<file path="config.mk">
export PLATFORM = sky130hd
export DESIGN_NAME = pc_fetch_unit
export DESIGN_NICKNAME = d
export VERILOG_FILES = /design/src/rtl/pc_fetch_unit.sv
export SDC_FILE = /design/constraint.sdc
export NUM_CORES = 1
export LEC_CHECK = 0
export CAP_MARGIN = 15
export CORE_MARGIN = 2
export CORE_UTILIZATION = 50
export CTS_CLUSTER_DIAMETER = 30
export CTS_CLUSTER_SIZE = 25
export DETAILED_ROUTE_END_ITERATION = 12
export PLACE_DENSITY = 0.79
export SETUP_SLACK_MARGIN = 0.5
export SLEW_MARGIN = 10
export SYNTH_ARGS = -nofsm -noshare
export SYNTH_HDL_FRONTEND = slang
export SYNTH_SLANG_ARGS = --single-unit
</file>
<file path="constraint.sdc">
create_clock -name clk -period 5.4 [get_ports clk]
set_input_delay 1.35 -clock clk [delete_from_list [all_inputs] [get_ports clk]]
set_output_delay 1.35 -clock clk [all_outputs]
set_load 0.01 [all_outputs]
</file>
<file path="src/rtl/pc_fetch_unit.sv">
// Instruction fetch front end: issues PC requests, tracks in-flight responses and buffers fetched instructions.
// Optional FETCH_ALIGN_CHECK_EN: misaligned PCs become exception entries (out_exc) instead of memory requests.
module pc_fetch_unit #(
    parameter logic [31:0] RESET_PC = 32'h0000_3000,
    parameter int          QDEPTH   = 2
) (
    input  logic        clk,
    input  logic        reset_n,
    input  logic [31:0] next_PC,
    input  logic        redirect,
    output logic [31:0] F_PC,
    output logic        imem_req_valid,
    output logic [31:0] imem_req_addr,
    input  logic        imem_req_ready,
    input  logic        imem_rsp_valid,
    input  logic [31:0] imem_rsp_instr,
    output logic        out_valid,
`ifdef FETCH_ALIGN_CHECK_EN
    output logic        out_exc,
`endif
    output logic [31:0] out_instr,
    output logic [31:0] out_PC,
    input  logic        out_ready
);

    localparam logic [0:0] RUN   = 1'b0;
    localparam logic [0:0] DRAIN = 1'b1;

    logic [1:0]  outstanding;
    logic [1:0]  q_count;
    logic [1:0]  drop_cnt;
    logic [1:0]  drop_d;
    logic [0:0]  state;
    logic [0:0]  state_d;
    logic        pend_wr;
    logic        pend_rd;
    logic        q_wr;
    logic        q_rd;
    logic [31:0] pend_addr [2];
    logic [31:0] q_pc      [QDEPTH];
    logic [31:0] q_instr   [QDEPTH];
`ifdef FETCH_ALIGN_CHECK_EN
    logic        q_exc     [QDEPTH];
`endif
    logic        slot_free;
    logic        req_fire;
    logic        exc_fire;
    logic        rsp_keep;
    logic        q_push;
    logic        q_pop;
    logic [31:0] push_pc;
    logic [31:0] push_instr;

    // NOTE: every signal gets a value on every path through this block, so no latch can be inferred.
    always_comb begin
        slot_free = ({1'b0, outstanding} + {1'b0, q_count}) < 3'd2;
`ifdef FETCH_ALIGN_CHECK_EN
        // A misaligned fetch waits for older responses so the exception entry stays in program order.
        imem_req_valid = reset_n && slot_free && !redirect && (F_PC[1:0] == 2'b00);
        exc_fire       = reset_n && slot_free && !redirect && (F_PC[1:0] != 2'b00)
                         && (outstanding == 2'd0);
`else
        imem_req_valid = reset_n && slot_free && !redirect;
        exc_fire       = 1'b0;
`endif
        req_fire   = imem_req_valid && imem_req_ready;
        rsp_keep   = imem_rsp_valid && (state == RUN) && !redirect;
        q_push     = rsp_keep || exc_fire;
        q_pop      = out_valid && out_ready;
        push_pc    = exc_fire ? F_PC : pend_addr[pend_rd];
        push_instr = exc_fire ? 32'h0000_0000 : imem_rsp_instr;

        if (redirect)
            drop_d = outstanding - 2'(imem_rsp_valid);
        else if (imem_rsp_valid && (state == DRAIN))
            drop_d = drop_cnt - 2'd1;
        else
            drop_d = drop_cnt;
        state_d = (drop_d != 2'd0) ? DRAIN : RUN;
    end

    assign imem_req_addr = F_PC;
    assign out_valid     = (q_count != 2'd0);
    assign out_PC        = q_pc[q_rd];
    assign out_instr     = q_instr[q_rd];
`ifdef FETCH_ALIGN_CHECK_EN
    assign out_exc       = q_exc[q_rd];
`endif

    // NOTE: sequential state uses non-blocking assignments so every flop samples pre-edge values.
    always_ff @(posedge clk or negedge reset_n) begin
        if (!reset_n) begin
            F_PC        <= RESET_PC;
            outstanding <= 2'd0;
            q_count     <= 2'd0;
            drop_cnt    <= 2'd0;
            state       <= RUN;
            pend_wr     <= 1'b0;
            pend_rd     <= 1'b0;
            q_wr        <= 1'b0;
            q_rd        <= 1'b0;
        end else begin
            if (redirect || req_fire || exc_fire)
                F_PC <= next_PC;
            outstanding <= outstanding + 2'(req_fire) - 2'(imem_rsp_valid);
            if (req_fire)
                pend_wr <= ~pend_wr;
            if (imem_rsp_valid)
                pend_rd <= ~pend_rd;
            drop_cnt <= drop_d;
            state    <= state_d;
            if (redirect) begin
                q_count <= 2'd0;
                q_rd    <= q_wr;
            end else begin
                q_count <= q_count + 2'(q_push) - 2'(q_pop);
                if (q_push)
                    q_wr <= ~q_wr;
                if (q_pop)
                    q_rd <= ~q_rd;
            end
        end
    end

    // NOTE: storage arrays carry no reset; the pointers and counts alone decide what is valid.
    always_ff @(posedge clk) begin
        if (req_fire)
            pend_addr[pend_wr] <= F_PC;
        if (q_push && !redirect) begin
            q_pc[q_wr]    <= push_pc;
            q_instr[q_wr] <= push_instr;
`ifdef FETCH_ALIGN_CHECK_EN
            q_exc[q_wr]   <= exc_fire;
`endif
        end
    end

    // Flow control must keep in-flight requests plus buffered entries within the queue capacity.
    assert property (@(posedge clk) disable iff (!reset_n)
        ({1'b0, outstanding} + {1'b0, q_count}) <= 3'd2)
        else $error("pc_fetch_unit: outstanding + queue_count exceeds 2");

endmodule
</file>
==> results of run 1 <==
==> flip-flops by register name (all words and copies together) (netlist names) <==
register,cells
drop_cnt,2
q_count,2
state,1
pend_rd,1
pend_wr,1
q_wr,1
outstanding,2
F_PC,32
q_pc,64
pend_addr,64
q_instr,64
q_rd,1
==> per-stage QoR <==
stage	hold slack [ps]	util (%)	std cells	power [mW]
after floorplan	461	-	456	3.34
after detailed placement	507	63.0	838	4.02
after global placement	497	63.0	838	3.97
after CTS	522	70.8	915	6.53
after global routing	527	71.0	916	6.74
final	521	71.0	916	6.47
==> cell type report <==
cell class	instances	share of cell area, %
clock inverters	28	2.08
inverters	3	0.0911
repair buffers	205	16.7
flip-flops and latches	235	55.4
multi-input cells	171	14.5
clock buffers	49	8.96
well taps	225	2.28
==> power groups by stage <==
stage          clock network, mW  registers (mW)  logic [mW]
3_5_place_dp                   0            2.53        1.48
5_1_grt                     2.61            2.53        1.60
2_1_floorplan                  0            2.42       0.917
4_1_cts                     2.52            2.50        1.51
6_report                    2.48            2.50        1.50
3_3_place_gp                   0            2.51        1.46
==> cells by family (layout without fill, tap and decap cells) <==
family                   Yosys count  count (layout)  synth area share [%]
AO/OA/AOI/OAI                      5               5                 0.488
XOR/XNOR                          11              11                  1.07
adder cells (fa/ha/maj)            6               6                 0.921
buffers and inverters             50             285                  3.84
flip-flops                       235             235                  76.3
multiplexers                     129             129                  16.2
AND/OR/NAND/NOR                   20              20                  1.17
==> worst max-delay path, stage by stage <==
cell	delay, ps
clkdlybuf4s50_1	660
nor4b_2	470
clkdlybuf4s50_1	610
==> how the worst max path moves through the flow <==
stage / cells after the start / slack, ps / end
6_report: 3 / 970 / imem_req_valid
5_1_grt: 3 / 840 / imem_req_valid
4_1_cts: 3 / 980 / imem_req_valid
3_5_place_dp: 3 / 980 / imem_req_valid
3_3_place_gp: 3 / 1030 / imem_req_valid
2_1_floorplan: 4 / 1560 / q_instr[0][0]
==> layout by cell type, fill, tap and decap left out, types with 2 or more instances in the layout <==
master / netlist / routed
clkdlybuf4s50_1: 0 / 198
edfxtp_1: 192 / 192
mux2_2: 124 / 124
clkbuf_16: 0 / 43
dfrtp_1: 41 / 39
inv_6: 0 / 9
clkinv_1: 0 / 7
nand2_1: 6 / 6
xnor2_1: 6 / 6
xor2_1: 5 / 5
ha_1: 5 / 5
clkbuf_1: 1 / 5
nor2_1: 6 / 4
mux2_1: 4 / 4
clkinv_2: 0 / 4
buf_4: 32 / 4
inv_1: 3 / 3
clkinvlp_4: 0 / 3
bufinv_16: 0 / 3
dfstp_2: 2 / 2
and3_2: 0 / 2
nor2_4: 0 / 2
o21ai_0: 2 / 2
dfrtp_2: 0 / 2
==> metal layers <==
layer,track usage [%],vias up
met3,5.37,35
met1,20.4,2258
met4,6.75,0
li1,-,2115
met5,0,-
met2,31.6,169
==> out/qor.yml, run 1 <==
status:
  status: "finished, final reports clean"
worst_setup_path:
  crit_type: "in -> out"
  critPathLaunch: "redirect"
  worstReg2RegStart: "q_count[0]"
  endpoint_kind: "primary output"
  worstPathArrival_ps: 3080
  cp_data_required_time_ps: 4050
  reg2reg_slack_ps: 2540
  timing.rr.end: "pend_addr[0][25]"
  path_max_fanout: 12
  rr_worst_depth: 5
  cp-start-kind: "primary input"
finish:
  final_cell_area_sq_um: 12400
  syn2layout_area_growth_pct: 37.9
  final_net_count: 734
  fillers: 1079
  layout-drive-gt1-share_pct: 30.1
  num_antenna_cells: 0
  multi_input_area_sq_um: 1800
  layout.area.seq_sq_um: 6850
synthesis:
  synthArstFlopShare_pct: 18.3
  syn_area_sq_um: 8970
  synth-edff-count: 192
  synth_common_cells: "192 x edfxtp_1, 124 x mux2_2, 41 x dfrtp_1, 32 x buf_4, 11 x buf_2"
  yosysMostFrequentCell: "edfxtp_1"
  ys_seq_elements: 235
  avgSynthCellArea_sq_um: 19.7
  synth_top_area_cell: "edfxtp_1"
  synth_top_cell_area_share_pct: 64.3
  syn_inst: 456
  synthTopCellsByArea: "edfxtp_1 64%, mux2_2 16%, dfrtp_1 11%"
  syn-num-nets: 532
  ys_types: 28
  ys_dominant_reg_cell: "edfxtp_1"
  seq_area_frac_synth_pct: 76.3
  yosysWarnings: 0
pwr:
  pwr_density_cell_nw_per_um2: 523
  p_leak_nw: 4.38
  p_clk_share_pct: 38.3
  ir_drop_mv: 0.356
  p_int_mw: 4.79
  comb_power_share_pct: 23.1
  p_seq_share_pct: 38.6
  p_sw_mw: 1.68
  swShare_pct: 26.0
floorplan:
  pin_count: 200
  start_util_pct: 51.5
  die-height_microns: 138
  die_w_microns: 138
  fp.dieArea_sq_um: 19000
  coreArea_sq_um: 17400
  num_rows: 48
sta:
  rsz0062_at_grt: "false"
  fin_skew_ps: 15.6
  min_period_over_period_pct: 82.1
  hold_viol: 0
  setup_viol: 0
  relSlewSlack_pct: 32.9
  layout_setup_ws_ps: 969
  maxSlewViolCount: 0
  fmax_mhz: 226
  finalSetupTns_ps: 0
  tightestPinTransition_ps: 1000
  min_period_ps: 4430
routing:
  wire_per_inst_microns: 18.5
  ant_nets: 0
  drc_errors: 0
  wl_met1_mm: 6.22
  drt_iter0_drc: 194
  via_per_inst: 5.00
  routed_wl_mm: 16.9
  wl_met2_mm: 8.97
  via_count: 4577
  dr.pass1.iters: 4
  routed.top_layer: "met4"
  met3WireLength_mm: 1.37
clock_tree:
  insertion_delay_ps: 500
  clkSinkCount: 235
  post_cts_buffers: 0
  ctsResizeCount: 0
  cts_tree: "done"
  cts_root_buf: "clkbuf_16"
  ctsHoldBuffers: 0
  cts_max_level: 2
  path_clk_slew_ps: 50
  cts_buffers: 42
  cts_buffer_depth: 3
grt:
  grtUsageTotal_pct: 17.8
  overflow: 0
  antenna_found_initial: 0
  grt_pass1_vias: 4815
  grt_pass1_wl_mm: 25.5
  grt_max_degree: 49
placed_design:
  finalWeightedCongestion: 0.734
  placed_area_sq_um: 11000
  portBuffers: 199
  dp_hpwl_mm: 10.4
  dp_slack_ps: 984
worst_hold_path:
  hold_depth: 0
  hold_class: "reg -> reg"
  worstHoldEndpoint: "pend_addr[1][27]"
  min_from: "F_PC[27]"
job:
  drv_cap: 0
No activity file was read; power rests on OpenSTA's default activity.
==> run 2, diff against run 1 <==
--- a/config.mk
+++ b/config.mk
@@ -7,11 +7,11 @@
 export LEC_CHECK = 0
 export CAP_MARGIN = 15
 export CORE_MARGIN = 2
-export CORE_UTILIZATION = 50
+export CORE_UTILIZATION = 45
 export CTS_CLUSTER_DIAMETER = 30
 export CTS_CLUSTER_SIZE = 25
 export DETAILED_ROUTE_END_ITERATION = 12
-export PLACE_DENSITY = 0.79
+export PLACE_DENSITY = 0.75
 export SETUP_SLACK_MARGIN = 0.5
 export SLEW_MARGIN = 10
 export SYNTH_ARGS = -nofsm -noshare
==> constraint.sdc (replaced) <==
create_clock -name clk -period 3.9 [get_ports clk]
set_input_delay 0.975 -clock clk [delete_from_list [all_inputs] [get_ports clk]]
set_output_delay 0.975 -clock clk [all_outputs]
set_load 0.01 [all_outputs]
==> run 2 against run 1 <==
Count of clock-buffer cells in the layout up 6. Highest routed layer unchanged. Final cell count up 5.0%. First-iteration DRC count down 8.2%. Global-route usage down 1.7 points. Flip-flop and latch count unchanged. Critical path depth unchanged. Wire length up 1.7%. Register-to-register slack worse by 1200 ps. Sequential power up 38%. Non-clock buffer count up 3.
==> out/qor.yml, run 2 (synthesis results as in run 1) <==
placed_design:
  placed_area_sq_um: 11100  # +0.81%
  dp_hpwl_mm: 10.5  # +1.4%
  portBuffers: 199  # unchanged
  finalWeightedCongestion: 0.732  # -0.33%
worst_setup_path:
  crit_type: "reg -> out"
  worstPathCellList: "buf_12 -> mux2_2 -> clkdlybuf4s50_1"
  cp_slowest_cell: "dfrtp_4"
  endpoint_kind: "primary output"
  cp-start-kind: "flop"
  cp_data_required_time_ps: 2920  # -1130 ps
  path_max_fanout: 43  # +31
  worstPathArrival_ps: 2270  # -810 ps
  critPathLaunch: "q_rd"
  slowest_delay_ps: 570  # -90 ps
  worstReg2RegStart: "q_count[0]"
worst_hold_path:
  min_from: "F_PC[6]"
  hold_class: "reg -> reg"
sta:
  setup_viol: 0  # unchanged
  relSlewSlack_pct: 44.2  # +11 points
  finalSetupTns_ps: 0  # unchanged
  min_period_over_period_pct: 83.2
  min_period_ps: 3250
  fin_skew_ps: 13.5  # -2.13 ps
  hold_viol: 0  # unchanged
  rsz0062_at_grt: "false"
  maxSlewViolCount: 0  # unchanged
  fmax_mhz: 308
  tightestPinTransition_ps: 837  # -167 ps
pwr:
  pwr_density_cell_nw_per_um2: 730  # +40%
  ir_drop_mv: 0.416  # +17%
  power_mw: 9.15  # +41%
  p_leak_nw: 4.44  # +1.3%
clock_tree:
  insertion_delay_ps: 510  # about the same
  cts_buffers: 43  # +2.4%
  cts_max_level: 2  # unchanged
  ctsHoldBuffers: 0  # unchanged
  cts_buffer_depth: 3  # unchanged
  cts_root_buf: "clkbuf_16"
  clkSinkCount: 235  # unchanged
  cts_tree: "done"
  path_clk_slew_ps: 50  # about the same
floorplan:
  die_w_microns: 145  # +5.3%
  die-height_microns: 145  # +5.3%
  pin_count: 200  # unchanged
  start_util_pct: 45.9  # -5.6 points
  fp.dieArea_sq_um: 21100  # +11%
  num_rows: 51  # +6.3%
  coreArea_sq_um: 19500  # +12%
routing:
  drt_iter0_drc: 178  # -8.2%
  drc_errors: 0  # unchanged
  via_count: 4623  # +1.0%
  via_per_inst: 4.81  # -3.8%
  ant_nets: 0  # unchanged
  dr.pass1.iters: 4  # unchanged
  wire_per_inst_microns: 17.9  # -3.2%
  routed_wl_mm: 17.2  # +1.7%
finish:
  num_antenna_cells: 0  # unchanged
  final_util_pct: 64.2  # -6.8 points
  final_net_count: 738  # +0.54%
  layout_common_cells: "197 x clkdlybuf4s50_1, 192 x edfxtp_1, 124 x mux2_2"
  syn2layout_area_growth_pct: 39.7
  reg_top3: "pend_addr: 64 flops, q_instr: 64 flops, q_pc: 64 flops"
  final_cell_area_sq_um: 12500  # +1.3%
  layout-drive-gt1-share_pct: 31.1  # +1.0 points
  mostFrequentLayoutCell: "clkdlybuf4s50_1"
job:
  drv_cap: 0  # unchanged
status:
  status: "finished, final reports clean"
grt:
  grt_pass1_vias: 5067  # +5.2%
  grt_pass1_wl_mm: 26.7  # +4.6%
  antenna_found_initial: 0  # unchanged
  grtUsageTotal_pct: 16.2  # -1.7 points
  overflow: 0  # unchanged
  grt_max_degree: 45  # -8.2%
==> run 2: changes by cell type in the layout (fill, tap and decap cells not counted), moves of 2 or more <==
cell,change
buf_4,+2
clkbuf_1,+2
clkbuf_8,+3
clkinv_4,+5
inv_6,-7
clkinv_1,-5
clkinv_2,+2
==> run 2: worst max-delay path: cells and delay by family (launching register included) <==
family	cells	cell delay, ps
mux	1	370
buf+inv	2	780
flops	1	570
==> run 2: layout make-up <==
class                   instances  area (sq um)
clock buffers                  55          1180
clock inverters                25           274
fillers                      1374          7000
inverters                       3          11.3
multi-input cells             171          1800
flip-flops and latches        235          6850
well taps                     265           332
repair buffers                208          2080
==> run 2: routing by layer <==
metal	track usage, %	vias up	wire, microns
li1	-	2133	-
met1	18.0	2331	6680
met2	29.6	134	9310
met3	4.50	25	924
met4	5.74	0	311
met5	0	-	0
==> run 2: where the power goes <==
part | switching, mW | internal [mW]
combinational | 0.851 | 1.26
sequential | 0.306 | 3.14
clock | 1.18 | 2.42
total | 2.33 | 6.82
==> run 2: repair_timing <==
item / in CTS / in global routing
setup endpoints to repair: 44 / 35
resized for setup: 2 / 0
setup buffers: 0 / 1
==> run 2: final timing paths <==
path,end,slack [ps],cells after the start
min in group asynchronous,F_PC[19],650,2
max in group asynchronous,q_rd,2780,2
setup / recovery,out_PC[23],650,3
hold reg to reg,pend_addr[1][6],520,0
hold / removal,pend_addr[1][6],520,0
setup reg to reg,pend_addr[1][13],1300,4
==> run 2: per-stage QoR <==
step / setup WS (ps) / hold slack, ps / cells
CTS: 507 / 529 / 961
global placement: 574 / 500 / 881
global route: 566 / 540 / 962
floorplan: 646 / 479 / 456
finish: 655 / 525 / 962
detailed placement: 531 / 506 / 881
==> run 3, diff against run 2 <==
--- a/config.mk
+++ b/config.mk
@@ -7,11 +7,11 @@
 export LEC_CHECK = 0
 export CAP_MARGIN = 15
 export CORE_MARGIN = 2
-export CORE_UTILIZATION = 45
+export CORE_UTILIZATION = 50
 export CTS_CLUSTER_DIAMETER = 30
 export CTS_CLUSTER_SIZE = 25
 export DETAILED_ROUTE_END_ITERATION = 12
-export PLACE_DENSITY = 0.75
+export PLACE_DENSITY = 0.79
 export SETUP_SLACK_MARGIN = 0.5
 export SLEW_MARGIN = 10
 export SYNTH_ARGS = -nofsm -noshare
==> constraint.sdc (replaced) <==
create_clock -name clk -period 3.4 [get_ports clk]
set_input_delay 0.85 -clock clk [delete_from_list [all_inputs] [get_ports clk]]
set_output_delay 0.85 -clock clk [all_outputs]
set_load 0.01 [all_outputs]
==> run 3 against run 2 <==
Sequential share of layout area increased by 0.22 points. Critical path depth unchanged. Worst hold slack got worse by 4.0 ps. Largest cell class unchanged.
==> out/qor.yml, run 3 (synthesis results as in run 1) <==
clock_tree:
  clkSinkCount: 235  # unchanged
  cts_root_buf: "clkbuf_16"
  cts_buffer_depth: 3  # unchanged
  cts_buffers: 39  # -9.3%
  cts_tree: "done"
  ctsHoldBuffers: 0  # unchanged
  cts_max_level: 2  # unchanged
  insertion_delay_ps: 510  # about the same
  path_clk_slew_ps: 50  # about the same
placed_design:
  dp_cells: 844  # -4.2%
  dp_hpwl_mm: 10.8  # +3.1%
  dp_slack_ps: 273  # -258 ps
  portBuffers: 199  # unchanged
  finalWeightedCongestion: 0.733  # +0.12%
pwr:
  pwr_density_cell_nw_per_um2: 845  # +16%
  p_leak_nw: 4.46  # +0.37%
  ir_drop_mv: 0.524  # +26%
  power_mw: 10.5  # +15%
sta:
  min_period_ps: 2880
  finalSetupTns_ps: 0  # unchanged
  setup_viol: 0  # unchanged
  fin_skew_ps: 24.3  # +10.7 ps
  min_period_over_period_pct: 84.7
  relSlewSlack_pct: 44.7  # +0.52 points
  hold_viol: 0  # unchanged
  tightestPinTransition_ps: 829  # -7.84 ps
  layout_setup_ws_ps: 519  # -136 ps
  maxSlewViolCount: 0  # unchanged
  rsz0062_at_grt: "true"
  fmax_mhz: 347
grt:
  grt_pass1_vias: 4934  # -2.6%
  antenna_found_initial: 1  # +1
  grt_pass1_wl_mm: 25.8  # -3.3%
  grtUsageTotal_pct: 18.2  # +2.1 points
  overflow: 0  # unchanged
  grt_max_degree: 45  # unchanged
job:
  drv_cap: 0  # unchanged
floorplan:
  pin_count: 200  # unchanged
  die_w_microns: 138  # -5.0%
  start_util_pct: 51.5  # +5.6 points
  fp.dieArea_sq_um: 19000  # -9.7%
  num_rows: 48  # -5.9%
  coreArea_sq_um: 17400  # -11%
  die-height_microns: 138  # -5.0%
routing:
  via_per_inst: 5.07  # +5.5%
  wire_per_inst_microns: 19.1  # +7.0%
  drt_iter0_drc: 197  # +11%
  drc_errors: 0  # unchanged
  dr.pass1.iters: 4  # unchanged
  via_count: 4659  # +0.78%
  ant_nets: 0  # unchanged
  routed_wl_mm: 17.6  # +2.2%
finish:
  reg_top3: "pend_addr: 64 flops, q_instr: 64 flops, q_pc: 64 flops"
  final-instance-count-excl-fill: 919  # -4.5%
  mostFrequentLayoutCell: "clkdlybuf4s50_1"
  layout-drive-gt1-share_pct: 31.8  # +0.71 points
  syn2layout_area_growth_pct: 39.1
  layout_common_cells: "196 x clkdlybuf4s50_1, 192 x edfxtp_1, 124 x mux2_2"
  final_net_count: 740  # +0.27%
  num_antenna_cells: 0  # unchanged
status:
  status: "finished, final reports clean"
worst_setup_path:
  crit_type: "reg -> out"
  worstPathCellList: "buf_12 -> mux2_2 -> clkdlybuf4s50_1"
  cp-start-kind: "flop"
  cp_slowest_cell: "clkdlybuf4s50_1"
  worstPathArrival_ps: 2030  # -240 ps
  slowest_delay_ps: 500  # -70 ps
  cp_data_required_time_ps: 2550  # -370 ps
  endpoint_kind: "primary output"
  path_max_fanout: 36  # -16%
worst_hold_path:
  hold_class: "reg -> reg"
[run 3: worst paths after layout]
check / cells past startpoint / startpoint / endpoint / slack (ps)
setup / recovery: 3 / q_rd / out_PC[19] / 520
hold / removal: 0 / F_PC[5] / pend_addr[0][5] / 520
setup reg to reg: 7 / q_count[0] / F_PC[28] / 910
hold reg to reg: 0 / F_PC[5] / pend_addr[0][5] / 520
max in group asynchronous: 2 / reset_n / q_rd / 2370
min in group asynchronous: 2 / reset_n / F_PC[9] / 550
[run 3: layout make-up]
type                    count  area [sq um]
clock inverters            28           379
flip-flops and latches    235          6850
repair buffers            214          2130
clock buffers              43          1010
multi-input cells         171          1810
fillers                  1072          4940
inverters                   3          11.3
well taps                 225           282
[run 3: metal layers]
metal  up-vias  part of all wire [%]  global-route usage (%)  wire length [microns]
li1       2124                     -                       -                      -
met1      2339                    39                    20.8                   6780
met2       163                    53                    32.9                   9250
met3        31                   6.4                    4.68                   1130
met4         2                   2.5                    7.03                    433
met5         -                 0.074                       0                     13
[run 3: stage by stage]
| stage | hold slack [ps] | instance area [sq um] | utilization [%] |
|---|---|---|---|
| floorplan | 492 | 8980 | - |
| global placement | 498 | 11000 | 63.3 |
| detailed placement | 505 | 11000 | 63.3 |
| CTS | 526 | 12400 | 71.4 |
| global route | 544 | 12500 | 71.6 |
| finish | 521 | 12500 | 71.6 |
[run 3: what timing repair did]
item | in CTS | in global routing
endpoints found under the setup margin | 65 | 21
buffers inserted | 0 | 4
pin swaps | 1 | 3
resized for setup | 12 | 2
[run 3: report_power, final]
| part | internal, mW | switching, mW | total, mW |
|---|---|---|---|
| clock | 2.72 | 1.36 | 4.08 |
| sequential | 3.59 | 0.320 | 3.91 |
| combinational | 1.52 | 1.04 | 2.55 |
| total | 7.83 | 2.72 | 10.5 |
[run 3: worst max-delay path: cells and delay by family, from the launching register on]
family / cells / cell delay (ps)
buf+inv: 2 / 720
flops: 1 / 400
mux: 1 / 360
